### config.mk
export PLATFORM = sky130hd
export DESIGN_NAME = inst_fetch
export DESIGN_NICKNAME = d
export VERILOG_FILES = /design/src/rtl/inst_fetch_pkg.sv /design/src/rtl/inst_fetch_fifo.sv /design/src/rtl/inst_fetch.sv
export SDC_FILE = /design/constraint.sdc
export NUM_CORES = 1
export LEC_CHECK = 0
export ABC_CLOCK_PERIOD_IN_PS = 7300
export BUFFER_PORTS_ARGS = -buffer_cell sky130_fd_sc_hd__buf_2
export CAP_MARGIN = 20
export CORE_UTILIZATION = 30
export DETAILED_ROUTE_END_ITERATION = 7
export GPL_TIMING_DRIVEN = 0
export SLEW_MARGIN = 20
export SYNTH_ARGS = -nofsm -noshare
export SYNTH_HDL_FRONTEND = slang
export SYNTH_SLANG_ARGS = --single-unit
### constraint.sdc
create_clock -name clk -period 7.3 [get_ports clk]
set_input_delay 1.095 -clock clk [delete_from_list [all_inputs] [get_ports clk]]
set_output_delay 1.095 -clock clk [all_outputs]
set_load 0.02 [all_outputs]
### src/rtl/inst_fetch_pkg.sv
// Shared types and constants for the instruction fetch unit.
package inst_fetch_pkg;

  localparam int unsigned XLEN = 32;

  typedef logic [XLEN-1:0] inst_t;       // instruction bus
  typedef logic [XLEN-1:0] inst_addr_t;  // instruction address bus

  // Bubble values presented when no instruction is available.
  localparam inst_t      INST_NOP  = 32'h0000_0001;
  localparam inst_addr_t ZERO_WORD = 32'h0000_0000;

  // Sequential fetch increment (one 32-bit word).
  localparam inst_addr_t PC_STEP = 32'd4;

  // One prefetch FIFO entry: instruction word plus the address it came from.
  typedef struct packed {
    inst_t      inst;
    inst_addr_t addr;
  } fetch_entry_t;

  // Redirect targets are always word aligned; the low two bits are dropped.
  function automatic inst_addr_t align_word(input inst_addr_t a);
    return {a[XLEN-1:2], 2'b00};
  endfunction

endpackage

### src/rtl/inst_fetch_fifo.sv
// Synchronous FIFO with push, pop, clear and occupancy count.
// A push into a full FIFO is accepted only when a pop happens in the same
// cycle; clear wins over push and pop.
module inst_fetch_fifo #(
  parameter int unsigned WIDTH = 32,
  parameter int unsigned DEPTH = 2,
  localparam int unsigned AW = $clog2(DEPTH),
  localparam int unsigned CW = AW + 1
) (
  input  logic             clk,
  input  logic             rst_n,
  input  logic             clear_i,
  input  logic             push_i,
  input  logic             pop_i,
  input  logic [WIDTH-1:0] data_i,
  output logic [WIDTH-1:0] data_o,
  output logic [CW-1:0]    count_o
);

  logic [WIDTH-1:0] mem_q [DEPTH];
  logic [AW-1:0]    rd_ptr_q, rd_ptr_d;
  logic [AW-1:0]    wr_ptr_q, wr_ptr_d;
  logic [CW-1:0]    count_q, count_d;
  logic             do_push, do_pop;

  // Next-state for pointers and occupancy; pointers wrap naturally (DEPTH is a power of two).
  always_comb begin
    do_pop   = pop_i && (count_q != '0);
    do_push  = push_i && ((count_q != CW'(DEPTH)) || do_pop);
    rd_ptr_d = rd_ptr_q;
    wr_ptr_d = wr_ptr_q;
    count_d  = count_q;
    if (clear_i) begin
      rd_ptr_d = '0;
      wr_ptr_d = '0;
      count_d  = '0;
    end else begin
      if (do_push) wr_ptr_d = wr_ptr_q + AW'(1);
      if (do_pop)  rd_ptr_d = rd_ptr_q + AW'(1);
      case ({do_push, do_pop})
        2'b10:   count_d = count_q + CW'(1);
        2'b01:   count_d = count_q - CW'(1);
        default: count_d = count_q;
      endcase
    end
  end

  // Control state register with asynchronous reset.
  always_ff @(posedge clk or negedge rst_n) begin
    if (!rst_n) begin
      rd_ptr_q <= '0;
      wr_ptr_q <= '0;
      count_q  <= '0;
    end else begin
      rd_ptr_q <= rd_ptr_d;
      wr_ptr_q <= wr_ptr_d;
      count_q  <= count_d;
    end
  end

  // Storage array; contents are meaningless while count is zero, so no reset.
  always_ff @(posedge clk) begin
    if (do_push && !clear_i) mem_q[wr_ptr_q] <= data_i;
  end

  assign data_o  = mem_q[rd_ptr_q];
  assign count_o = count_q;

endmodule

### src/rtl/inst_fetch.sv
// Instruction fetch unit: owns the PC, issues in-order word requests under a
// credit limit of DEPTH (FIFO occupancy plus in-flight requests), buffers
// responses in a prefetch FIFO and hands one instruction per cycle to IF/ID.
// A jump flushes the FIFO and marks every in-flight response for discard.
module inst_fetch
  import inst_fetch_pkg::*;
#(
  parameter int unsigned DEPTH    = 2,
  parameter logic [31:0] RESET_PC = 32'h0000_0000
) (
  input  logic        clk,
  input  logic        rst,
  input  logic        jump_flag_i,
  input  logic [31:0] jump_addr_i,
  input  logic        stall_i,
  output logic        imem_req_o,
  output logic [31:0] imem_addr_o,
  input  logic        imem_gnt_i,
  input  logic        imem_rvalid_i,
  input  logic [31:0] imem_rdata_i,
  output logic [31:0] inst_o,
  output logic [31:0] inst_addr_o,
  output logic        inst_valid_o
);

  localparam int unsigned CW = $clog2(DEPTH) + 1;
  localparam int unsigned UW = CW + 1;

  inst_addr_t   pc_q, pc_d;
  logic [CW-1:0] drop_q, drop_d;
  logic [CW-1:0] occ, infl;
  logic [UW-1:0] used_slots;
  logic          pop, grant, resp_keep;
  fetch_entry_t  push_entry, head_entry;
  inst_addr_t    aq_head;

  // Credit check, request, grant and response steering.
  always_comb begin
    pop        = inst_valid_o && !stall_i && !jump_flag_i;
    used_slots = UW'(occ) + UW'(infl) - UW'(pop);
    imem_req_o = rst && !jump_flag_i && (used_slots < UW'(DEPTH));
    grant      = imem_req_o && imem_gnt_i;
    resp_keep  = imem_rvalid_i && !jump_flag_i && (drop_q == '0);
    push_entry.inst = imem_rdata_i;
    push_entry.addr = aq_head;
  end

  // Next PC and count of stale responses still to be discarded.
  always_comb begin
    pc_d   = pc_q;
    drop_d = drop_q;
    if (jump_flag_i) begin
      pc_d   = align_word(jump_addr_i);
      drop_d = infl - CW'(imem_rvalid_i);
    end else begin
      if (grant) pc_d = pc_q + PC_STEP;
      if (imem_rvalid_i && (drop_q != '0)) drop_d = drop_q - CW'(1);
    end
  end

  // PC and drop counter registers with asynchronous reset.
  always_ff @(posedge clk or negedge rst) begin
    if (!rst) begin
      pc_q   <= RESET_PC;
      drop_q <= '0;
    end else begin
      pc_q   <= pc_d;
      drop_q <= drop_d;
    end
  end

  // Prefetch FIFO of (instruction, address) pairs; flushed on a jump.
  inst_fetch_fifo #(
    .WIDTH ($bits(fetch_entry_t)),
    .DEPTH (DEPTH)
  ) u_data_fifo (
    .clk     (clk),
    .rst_n   (rst),
    .clear_i (jump_flag_i),
    .push_i  (resp_keep),
    .pop_i   (pop),
    .data_i  (push_entry),
    .data_o  (head_entry),
    .count_o (occ)
  );

  // In-flight address queue; never flushed because stale responses still
  // arrive and must retire their entries in order.
  inst_fetch_fifo #(
    .WIDTH (32),
    .DEPTH (DEPTH)
  ) u_addr_queue (
    .clk     (clk),
    .rst_n   (rst),
    .clear_i (1'b0),
    .push_i  (grant),
    .pop_i   (imem_rvalid_i),
    .data_i  (pc_q),
    .data_o  (aq_head),
    .count_o (infl)
  );

  // Output presentation: FIFO head, or a bubble when empty.
  always_comb begin
    inst_valid_o = (occ != '0);
    inst_o       = inst_valid_o ? head_entry.inst : INST_NOP;
    inst_addr_o  = inst_valid_o ? head_entry.addr : ZERO_WORD;
  end

  assign imem_addr_o = pc_q;

endmodule

==> results.txt <==
The post-CTS repair timing setup buffer count came out at 0. For the worst setup path, the data arrival time is 4.17 ns. Entering global routing, the biggest net connects 45 pins. The number of vias per cell is 4.57.

The port buffer count is 160. The critical path buffer and inverter count is 4. The cell sitting at the root of the clock tree is a sky130_fd_sc_hd__clkbuf_16. The total power came out at about 3.5 mW. The sort of element at the end of the critical path is a primary output. Once layout is complete, the cells apart from fillers number 1232.

The layout net count came out at 900. During I/O placement, the number of pins put on the boundary was 168. The number of clock buffers added by TritonCTS is 25. Counting flops and latches in the post-synthesis netlist gives 224. The highest ir drop seen on vdd came out at 0.164 mV. After the first detailed-routing iteration, the DRC count stood at 317.

The total inserted antenna cells is 0. Walking the worst path, the cells encountered are clkbuf_1, clkbuf_1, clkbuf_1, nor3_1, ha_1, nand2b_1, fa_1, xnor2_1, nor3_1, buf_2. The sequential share of the synthesized area came out at 70.6%. The portion of the clock cycle consumed by the worst path in the final layout came out at 72.1%. The post-detailed-route count of antenna-violating nets came out at 0. Summing all multi-input logic gate instances after layout gives 2580 um2. The cell that appears most often on the critical path is sky130_fd_sc_hd__clkbuf_1. For this design, the CTS-stage hold fixing added 0 buffers. The number of fillers in the final layout is 2906. The most instantiated flip-flop cell in the synthesis netlist is sky130_fd_sc_hd__edfxtp_1. The most common cell in the netlist is sky130_fd_sc_hd__edfxtp_1. The classification of the worst-slack hold path is flip-flop to flip-flop.

The setup skew after layout came out at between 0.02 and 0.025 ns. The logic gate share of total power is 20.2%. Routability-driven placement finished with a final weighted congestion of 0.806. The average instance in the mapped netlist occupies 14.8 um2. The start-to-end type of the worst setup path is primary input to primary output. The biggest fanout along the worst timing path is 10. The final hold violation count is 0.

On the critical path, the stage with the largest delay is an instance of sky130_fd_sc_hd__xnor2_1. Counting every instance in the synthesized netlist gives approximately 620. The actual slew at the worst max-slew pin came out at about 1.0 ns.

In this run the number of H-tree levels came out at 1. The power per cell area came out at 305 nW/um2. The floorplan step set the die height to about 180 um.

The met1 usage in global routing came out at 18.1%. By area the synthesized netlist is led by sky130_fd_sc_hd__edfxtp_1 (60%), sky130_fd_sc_hd__dfrtp_1 (11%), sky130_fd_sc_hd__mux2i_1 (6.8%), sky130_fd_sc_hd__mux2_2 (4.4%), sky130_fd_sc_hd__nor2_1 (3.1%). The area occupied by registers came out at 6530 um2. The total overflow left after global routing is 0. The clock insertion delay at the later pin of the skew report is about 0.52 ns. The core utilization of the finished layout came out at 38.5%. The run finished with clean final reports. The DRC violation count after routing is 0.

The Yosys warning count came out at 0. The power spent charging and discharging nets came out at 0.997 mW. The total global-route track usage is 13.9%. The floorplan step defined a die boundary enclosing 31500 um2. The maximum frequency from static timing analysis came out at about 0.19 GHz.

The fraction of registers with async set or reset after synthesis came out at between 10% and 20%. The number of clock sinks came out at about 220. The number of antenna violations at the first check in global routing came out at 0. The number of global-route vias before repair is 5503. The family with the most delay on the worst path is buffers and inverters. The netlist uses 47 different library cells. The data required time at the worst endpoint came out at 6.20 ns. TritonCTS built the clock tree. The starting density of the core is 30.9%. The net switching share of the total power is 28.4%. The number of enable-type register cells in the synthesized netlist is 184. The minimum clock period came out at 5.26 ns. In the final layout, the share of cells above drive strength 1 is approximately a third. Summing every instance area after synthesis gives 9250 um2. The largest buffer count on any clock path is 3.

The number of iterations in the first detailed-routing pass came out at 4. Measured against its own limit, the worst slew margin works out to 30.0%. The worst setup path is launched from a primary input. Of the post-synthesis cell area, the dominant cell type holds 59.7%.

The number of max-cap violations came out at 0. The routed length per placed instance came out at 17.9 um. Detailed placement finished with a half-perimeter wire length of between 15 and 20 mm. The count of pins over their slew limit is 0. The area of the core came out at around 30000 um2.

Once the clock tree was built, the resizer swapped 0 gates to a different size. After detailed placement, the design holds a cell count of 1186. The die is approximately 180 um wide.

Setup repair after global routing left no endpoint under its margin. The area growth from synthesis to layout came out at 24.6%. In the synthesized netlist, the cells that appear most often are sky130_fd_sc_hd__edfxtp_1 (184), sky130_fd_sc_hd__nor2_1 (76), sky130_fd_sc_hd__mux2i_1 (63). The leakage power came out at around 4.2 nW.

The biggest area consumer among synthesized cells is sky130_fd_sc_hd__edfxtp_1. The clock-pin slew on the worst setup and hold paths came out at 0.06 ns. The first global-routing pass estimated 32.7 mm of wire. The internal power is 2.51 mW.

Setup violations remaining at the end of the flow were counted as 0. On the worst path, the slowest cell contributes a delay of ~0.51 ns. In the global route stage, met3 resource usage came out at slightly below 3%. The total number of placement rows came out at 63. The clock group share of total power is 34.6%. The vias after detailed routing came out at 5635. The wire length after detailed routing is 22.1 mm. Of the total power, registers draw 45.2%. The global-route met2 utilization came out at between 20% and 30%. In this run the most used layer during global routing was met2.
final timing paths:
| path | cells past startpoint | startpoint | slack, ns | endpoint |
|---|---|---|---|---|
| hold reg to reg | 0 | imem_addr_o[31] | 0.55 | u_addr_queue.mem_q[1][31] |
| min in group asynchronous | 1 | rst | 0.58 | imem_addr_o[14] |
| max in group asynchronous | 1 | rst | 6.29 | imem_addr_o[29] |
| setup reg to reg | 11 | u_data_fifo.count_o[0] | 2.89 | u_addr_queue.mem_q[0][2] |
| setup / recovery | 10 | jump_flag_i | 2.04 | imem_req_o |
| hold / removal | 0 | imem_addr_o[31] | 0.55 | u_addr_queue.mem_q[1][31] |
flip-flops by register name (all words and copies together), names as in the netlist:
register / flops
u_data_fifo.count_o: 2
u_addr_queue.rd_ptr_q: 1
imem_addr_o: 30
u_data_fifo.rd_ptr_q: 1
u_addr_queue.mem_q: 60
u_addr_queue.count_o: 2
drop_q: 2
u_addr_queue.wr_ptr_q: 1
u_data_fifo.mem_q: 124
u_data_fifo.wr_ptr_q: 1
layout make-up:
cell class | count | area share [%]
Buffer | 30 | 1.18
Clock buffer | 32 | 5.83
Clock inverter | 14 | 1.10
Inverter | 12 | 0.391
Multi-Input combinational cell | 360 | 22.4
Sequential cell | 224 | 56.6
Tap cell | 390 | 4.24
Timing Repair Buffer | 170 | 8.24
power groups by stage:
stage	Combinational (mW)	Clock (mW)	Sequential, mW
floorplan	0.455	0	1.62
global placement	0.692	0	1.62
detailed placement	0.718	0	1.61
CTS	0.723	1.25	1.59
global route	0.777	1.30	1.60
finish	0.709	1.21	1.59
layout by cell type, fill, tap and decap left out, types with 4 or more instances in the layout:
| cell type | n |
|---|---|
| sky130_fd_sc_hd__a21oi_1 | 6 |
| sky130_fd_sc_hd__buf_1 | 7 |
| sky130_fd_sc_hd__buf_2 | 160 |
| sky130_fd_sc_hd__buf_4 | 7 |
| sky130_fd_sc_hd__buf_6 | 4 |
| sky130_fd_sc_hd__clkbuf_1 | 22 |
| sky130_fd_sc_hd__clkbuf_16 | 25 |
| sky130_fd_sc_hd__clkinv_1 | 5 |
| sky130_fd_sc_hd__clkinv_2 | 5 |
| sky130_fd_sc_hd__conb_1 | 4 |
| sky130_fd_sc_hd__dfrtp_1 | 40 |
| sky130_fd_sc_hd__edfxtp_1 | 184 |
| sky130_fd_sc_hd__ha_1 | 6 |
| sky130_fd_sc_hd__inv_1 | 11 |
| sky130_fd_sc_hd__mux2_2 | 36 |
| sky130_fd_sc_hd__mux2i_1 | 63 |
| sky130_fd_sc_hd__nand2_1 | 33 |
| sky130_fd_sc_hd__nand3_1 | 14 |
| sky130_fd_sc_hd__nand4_1 | 8 |
| sky130_fd_sc_hd__nor2_1 | 75 |
| sky130_fd_sc_hd__nor3_1 | 11 |
| sky130_fd_sc_hd__nor4_1 | 4 |
| sky130_fd_sc_hd__nor4_2 | 4 |
| sky130_fd_sc_hd__o21ai_0 | 18 |
| sky130_fd_sc_hd__or3_1 | 5 |
| sky130_fd_sc_hd__xnor2_1 | 19 |
| sky130_fd_sc_hd__xor2_1 | 16 |
cell families after synthesis:
kind of cell | count (synthesis) | share of synthesized area (%)
AOI/OAI and AO/OA | 38 | 2.44
xor gates and xnor gates | 35 | 3.31
adders and majority gates | 7 | 1.03
buffers and inverters | 42 | 1.96
DFF | 224 | 70.6
muxes | 99 | 11.2
other | 1 | 0.0406
and+or+nand+nor | 177 | 9.44
metal layers:
| metal | wire length (um) | share of wire, % | vias up |
|---|---|---|---|
| met1 | 9550 | 43 | 2738 |
| met4 | 369 | 1.7 | 0 |
| met3 | 1480 | 6.7 | 32 |
| met2 | 10700 | 48 | 170 |
| li1 | - | - | 2695 |
| met5 | 0 | 0 | - |
stage by stage:
step | worst slack (ns) | hold WS [ns] | instance area, um2 | TNS (ns)
2_1_floorplan | 1.85 | 0.460 | 9270 | 0
3_3_place_gp | -1.32 | 0.477 | 10600 | -81.44
3_5_place_dp | 1.89 | 0.527 | 10700 | 0
4_1_cts | 2.01 | 0.545 | 11500 | 0
5_1_grt | 1.79 | 0.575 | 11500 | 0
6_report | 2.04 | 0.550 | 11500 | 0
Note: power is estimated with default switching activity, not from simulation.
